--- src/rtl/status_register.sv ---
// Processor status register (P): latches N V D I Z C, builds the push byte, gates IRQ and NMI.
// Latency: flag writes visible 1 cycle later; push_data combinational; irq/nmi after sync stages + 1.
// Backpressure: none; every write strobe is accepted in the cycle it is presented.
module status_register #(
  parameter bit RESET_I         = 1'b1,
  parameter int NMI_SYNC_STAGES = 2
) (
  input  logic       clk,
  input  logic       rst_n,
  input  logic       alu_negative,
  input  logic       alu_overflow,
  input  logic       alu_zero,
  input  logic       alu_carry,
  input  logic       alu_we,
  input  logic [3:0] alu_mask,
  input  logic       bit_we,
  input  logic [7:0] operand,
  input  logic       sc_we,
  input  logic [2:0] sc_sel,
  input  logic       sc_val,
  input  logic       pull_we,
  input  logic [7:0] pull_data,
  input  logic       push_brk,
  input  logic       irq_entry,
  input  logic       instr_boundary,
  input  logic       irq_n,
  input  logic       nmi_n,
  input  logic       nmi_ack,
  output logic       p_n,
  output logic       p_v,
  output logic       p_d,
  output logic       p_i,
  output logic       p_z,
  output logic       p_c,
  output logic [7:0] push_data,
  output logic       irq_mask_eff,
  output logic       irq_request,
  output logic       nmi_pending
);

  // A request for zero stages still gets one flop so the lines are never sampled raw.
  localparam int SS = (NMI_SYNC_STAGES < 1) ? 1 : NMI_SYNC_STAGES;

  logic          n_nxt, v_nxt, d_nxt, i_nxt, z_nxt, c_nxt;
  logic [SS-1:0] irq_sr;
  logic [SS-1:0] nmi_sr;
  logic          irq_sync;
  logic          nmi_sync;
  logic          nmi_prev;
  logic          nmi_edge;
  logic          unused_bits;

  // B and bit 5 are not stored; BIT only needs the top two operand bits.
  assign unused_bits = ^{pull_data[5:4], operand[5:0]};

  assign irq_sync = irq_sr[SS-1];
  assign nmi_sync = nmi_sr[SS-1];
  assign nmi_edge = nmi_prev & ~nmi_sync;

  assign push_data = {p_n, p_v, 1'b1, push_brk, p_d, p_i, p_z, p_c};

  // Next flag values: lowest-priority writer first so higher ones overwrite it.
  always_comb begin
    n_nxt = p_n;
    v_nxt = p_v;
    d_nxt = p_d;
    i_nxt = p_i;
    z_nxt = p_z;
    c_nxt = p_c;
    if (alu_we) begin
      if (alu_mask[3]) n_nxt = alu_negative;
      if (alu_mask[2]) v_nxt = alu_overflow;
      if (alu_mask[1]) z_nxt = alu_zero;
      if (alu_mask[0]) c_nxt = alu_carry;
    end
    if (bit_we) begin
      n_nxt = operand[7];
      v_nxt = operand[6];
      z_nxt = alu_zero;
    end
    if (sc_we) begin
      case (sc_sel)
        3'd0:    c_nxt = sc_val;
        3'd1:    i_nxt = sc_val;
        3'd2:    d_nxt = sc_val;
        3'd3:    v_nxt = sc_val;
        default: ;
      endcase
    end
    if (pull_we) begin
      n_nxt = pull_data[7];
      v_nxt = pull_data[6];
      d_nxt = pull_data[3];
      i_nxt = pull_data[2];
      z_nxt = pull_data[1];
      c_nxt = pull_data[0];
    end
    // Interrupt entry always masks, even against a pull or CLI in the same cycle.
    if (irq_entry) i_nxt = 1'b1;
  end

  // Flag register.
  always_ff @(posedge clk or negedge rst_n) begin
    if (!rst_n) begin
      p_n <= 1'b0;
      p_v <= 1'b0;
      p_d <= 1'b0;
      p_i <= RESET_I;
      p_z <= 1'b0;
      p_c <= 1'b0;
    end else begin
      p_n <= n_nxt;
      p_v <= v_nxt;
      p_d <= d_nxt;
      p_i <= i_nxt;
      p_z <= z_nxt;
      p_c <= c_nxt;
    end
  end

  // Synchronizers for the external interrupt lines (idle high).
  always_ff @(posedge clk or negedge rst_n) begin
    if (!rst_n) begin
      irq_sr <= '1;
      nmi_sr <= '1;
    end else begin
      irq_sr[0] <= irq_n;
      nmi_sr[0] <= nmi_n;
      for (int k = 1; k < SS; k++) begin
        irq_sr[k] <= irq_sr[k-1];
        nmi_sr[k] <= nmi_sr[k-1];
      end
    end
  end

  // Delayed I mask and level IRQ request; the mask samples I as it was before this edge.
  always_ff @(posedge clk or negedge rst_n) begin
    if (!rst_n) begin
      irq_mask_eff <= RESET_I;
      irq_request  <= 1'b0;
    end else begin
      if (instr_boundary) irq_mask_eff <= p_i;
      irq_request <= ~irq_sync & ~irq_mask_eff;
    end
  end

  // NMI falling-edge capture; a new edge wins over a coincident acknowledge.
  always_ff @(posedge clk or negedge rst_n) begin
    if (!rst_n) begin
      nmi_prev    <= 1'b1;
      nmi_pending <= 1'b0;
    end else begin
      nmi_prev <= nmi_sync;
      if (nmi_edge)     nmi_pending <= 1'b1;
      else if (nmi_ack) nmi_pending <= 1'b0;
    end
  end

endmodule

--- config.mk ---
export PLATFORM = sky130hd
export DESIGN_NAME = status_register
export DESIGN_NICKNAME = d
export VERILOG_FILES = /design/src/rtl/status_register.sv
export SDC_FILE = /design/constraint.sdc
export NUM_CORES = 1
export LEC_CHECK = 0
export CORE_MARGIN = 2
export CORE_UTILIZATION = 34
export DETAILED_ROUTE_END_ITERATION = 7
export GPL_TIMING_DRIVEN = 0
export PLACE_DENSITY = 0.9
export SYNTH_ARGS = -nofsm -noshare
export SYNTH_HDL_FRONTEND = slang
export SYNTH_SLANG_ARGS = --single-unit
--- constraint.sdc ---
create_clock -name clk -period 2.4 [get_ports clk]
set_input_delay 0.72 -clock clk [delete_from_list [all_inputs] [get_ports clk]]
set_output_delay 0.72 -clock clk [all_outputs]
set_load 0.05 [all_outputs]
==> run summary <==
The logs give 0 for the number of synthesis warnings and 0.000682 W for the overall power after layout. Total setup buffers inserted after CTS: 0. The wire length per cell after detailed routing came out at 12.4 µm. The largest registers in the layout are irq_sr: 2 flops, nmi_sr: 2 flops. The xor-xnor portion of the synthesized cell area came out at 0. The row count was 16; the area fraction in compound gates after synthesis was 0.152.

For this run, the slowest stage of the critical path takes 0.79 ns. The share of cell area taken by muxes after synthesis was 0.0490. Adding up every negative setup slack in the final design gives 0 ns. The run gives 0 as the number of setup violations in the final report. The tools report the smallest hold slack as 0.359 ns.

The number of vias per cell was 4.71. The final count of pins violating max slew was 0. For the worst setup path, the data required time is 1.68 ns.

Clock-pin slew was measured on the worst setup and hold paths at 0.08 ns. The cell with the largest stage delay on the worst path is sky130_fd_sc_hd__clkdlybuf4s50_1. The flow ran to the end, and the final reports show no timing, DRC or antenna violations. Synthesis produced a netlist whose cell count is 59. Entering global routing, the biggest net connects 15 pins.

The detailed-route via count came out at 641. In this run the tool buffered the top-level ports with 46 buffer cells. The slew at the pin with the worst max-slew slack works out to 0.618 ns. The analysis attributes to cell leakage a power of 0.488 nW. The iteration-0 DRC count of the detailed router is 1, and the number of antenna violations at the first check in global routing is 0. In this run, CTS created clock tree buffers numbering 3. The clock skew after layout was 0.00234 ns. After legalization and detailed placement, the total HPWL measured 1.42 mm.

The count of nets left with antenna violations once routing finished came out at 0. Among cell families on the critical path, the largest total delay comes from buffers and inverters. Each instance of the synthesized netlist takes up on average 11.7 µm². STA classifies the critical path startpoint as a flip-flop.

Final-stage net count: 150. The share of the synthesized area in the top cell type is 0.267. For this run, the top clock speed supported by timing is 0.430 GHz. After synthesis, the netlist uses 29 different library cells. Share of layout cells above drive strength 1: 0.229. Counting flops and latches in the post-synthesis netlist gives 14. The minimum clock period after layout is 2.33 ns, and the share of synthesized cell area in and, or, nand and nor gates is 0.167. The critical path is of the flip-flop to output port type. The tools report the hold violation total from the final report as 0.

The sequential element share of the synthesized area is 0.521, and the number of buffer and inverter stages on the critical path is 1. At the worst endpoint, the arrival time is 1.61 ns. The cell area after layout was 1220 µm²; the largest vdd supply drop was 0.225 mV. Yosys mapped a number of flops with a built-in enable equal to 0.

The tools report the area of the mapped netlist as 689 µm². After synthesis, the largest family of logic cells by area is simple AND/OR/NAND/NOR gates. Global routing finished with a remaining overflow of 0. The maximum fanout count along the critical path is 3, and the number of sinks on the clock net is 14. Power per unit of standard cell area: 558 nW/µm².

The run gives 0.27 ns as the latest clock arrival within the worst-skew pair. The most repeated cell in the gate-level netlist after synthesis is sky130_fd_sc_hd__buf_4. The area of the die was 2400 µm².

Summing all placed instances gives a cell area of 1180 µm². The run gives 99 as the post-synth net total. Core box area: 1940 µm². The CTS H-tree depth was 1; the routed wire length was 1.69 mm.

The die is 49.0 µm tall. Via count of the first global-routing pass: 678. STA classifies the critical path endpoint as an output port.

The width of the die was 49.0 µm; the number of diodes was 0. For the wire length of the first global-routing pass, the log shows 2.93 mm. The tools report the library cell used as clock root buffer as sky130_fd_sc_hd__clkbuf_4. The post-synthesis adder-cell area fraction is 0. TritonCTS built the clock tree.

The fraction of the cycle the final worst path needs works out to 0.970. Yosys attributes the largest share of cell area to sky130_fd_sc_hd__dfstp_2 27%, sky130_fd_sc_hd__dfrtp_1 25%, sky130_fd_sc_hd__buf_4 8.7%, sky130_fd_sc_hd__nor2b_1 3.6%, sky130_fd_sc_hd__mux2_2 3.3%. Buffers inserted to repair hold after CTS numbered 0. The worst hold path belongs to the class flip-flop to flip-flop. For this run, design rule violations remaining after detail routing come to 0. The first detailed-routing pass took 3 iterations. The tools report the aggregate global-route resource usage as 0.160. The tools report the number of buffers on the longest clock path as 2. In the synthesized netlist the dominant register cell turns out to be sky130_fd_sc_hd__dfstp_2. The post-synthesis async set-or-reset flop share works out to 1.00.

The run gives 0.586 as the worst slew margin relative to its limit. Setup repair after global routing left no endpoint under its margin. Max-cap violations in this run came to 0. The run gives 0.355 as the starting density of the core. Traced cell by cell, the critical path runs through clkdlybuf4s50_1. 57 I/O pins were placed.

Library cell with the largest summed area after synthesis: sky130_fd_sc_hd__dfstp_2. In the synthesized netlist, the cells that appear most often are 8 x sky130_fd_sc_hd__buf_4, 7 x sky130_fd_sc_hd__dfrtp_1, 7 x sky130_fd_sc_hd__dfstp_2. Routability-driven placement finished with a final weighted congestion of 0.769.

The area overhead of the layout relative to synthesis is 77.1%.
where the power goes:
| part | total [W] | internal [W] | switching, W | leakage (nW) |
|---|---|---|---|---|
| combinational | 0.000246 | 0.000114 | 0.000133 | 0.309 |
| clock | 0.000166 | 0.0000921 | 0.0000739 | 0.0210 |
| sequential | 0.000270 | 0.000259 | 0.0000106 | 0.159 |
| total | 0.000682 | 0.000465 | 0.000217 | 0.488 |
through the flow:
stage	std cells	setup slack (ns)	util
2_1_floorplan	59	0.743	-
3_3_place_gp	132	0.0954	0.610
3_5_place_dp	132	0.0953	0.610
4_1_cts	136	0.00912	0.628
5_1_grt	136	0.0340	0.629
6_report	136	0.0730	0.629
logic make-up after synthesis:
kind of cell	Yosys count
and+or+nand+nor	17
DFF	14
AOI/OAI and AO/OA	13
buffers and inverters	11
muxes	3
other	1
cell usage in the layout (no fill, tap or decap), types with 2 or more instances in the layout:
| master | count |
|---|---|
| sky130_fd_sc_hd__nor3b_1 | 2 |
| sky130_fd_sc_hd__a311oi_1 | 2 |
| sky130_fd_sc_hd__clkbuf_4 | 3 |
| sky130_fd_sc_hd__a21boi_0 | 2 |
| sky130_fd_sc_hd__a211oi_1 | 2 |
| sky130_fd_sc_hd__nand2_1 | 2 |
| sky130_fd_sc_hd__dfstp_2 | 7 |
| sky130_fd_sc_hd__buf_4 | 8 |
| sky130_fd_sc_hd__nor2b_1 | 4 |
| sky130_fd_sc_hd__dfrtp_1 | 7 |
| sky130_fd_sc_hd__inv_1 | 2 |
| sky130_fd_sc_hd__clkdlybuf4s50_1 | 44 |
| sky130_fd_sc_hd__nor2_1 | 2 |
| sky130_fd_sc_hd__mux2_2 | 2 |
worst paths after layout:
path / start / end / slack, ns / cells after the start
setup / recovery: irq_mask_eff / irq_mask_eff / 0.07 / 1
hold / removal: nmi_sr[0] / nmi_sr[1] / 0.36 / 0
setup reg to reg: p_v / p_v / 1.21 / 3
hold reg to reg: nmi_sr[0] / nmi_sr[1] / 0.36 / 0
max in group asynchronous: rst_n / nmi_pending / 1.18 / 1
min in group asynchronous: rst_n / irq_request / 0.83 / 1
timing repair:
action | in CTS | in global routing
endpoints found under the setup margin | 1 | 1
gates cloned | 0 | 0
resized for setup | 1 | 1
cell type report:
| class | count | area, µm² |
|---|---|---|
| Sequential cell | 14 | 359 |
| Timing Repair Buffer | 46 | 462 |
| Inverter | 2 | 7.51 |
| Multi-Input combinational cell | 34 | 258 |
| Clock buffer | 4 | 36.3 |
| Buffer | 9 | 65.1 |
| Tap cell | 27 | 33.8 |
| Fill cell | 169 | 721 |
metal layers:
| metal | share of wire | global-route usage |
|---|---|---|
| met4 | 0 | 0.0714 |
| met1 | 0.38 | 0.170 |
| met5 | 0 | 0 |
| met3 | 0.081 | 0.0491 |
| met2 | 0.53 | 0.288 |
(Power assumes the default switching activity.)
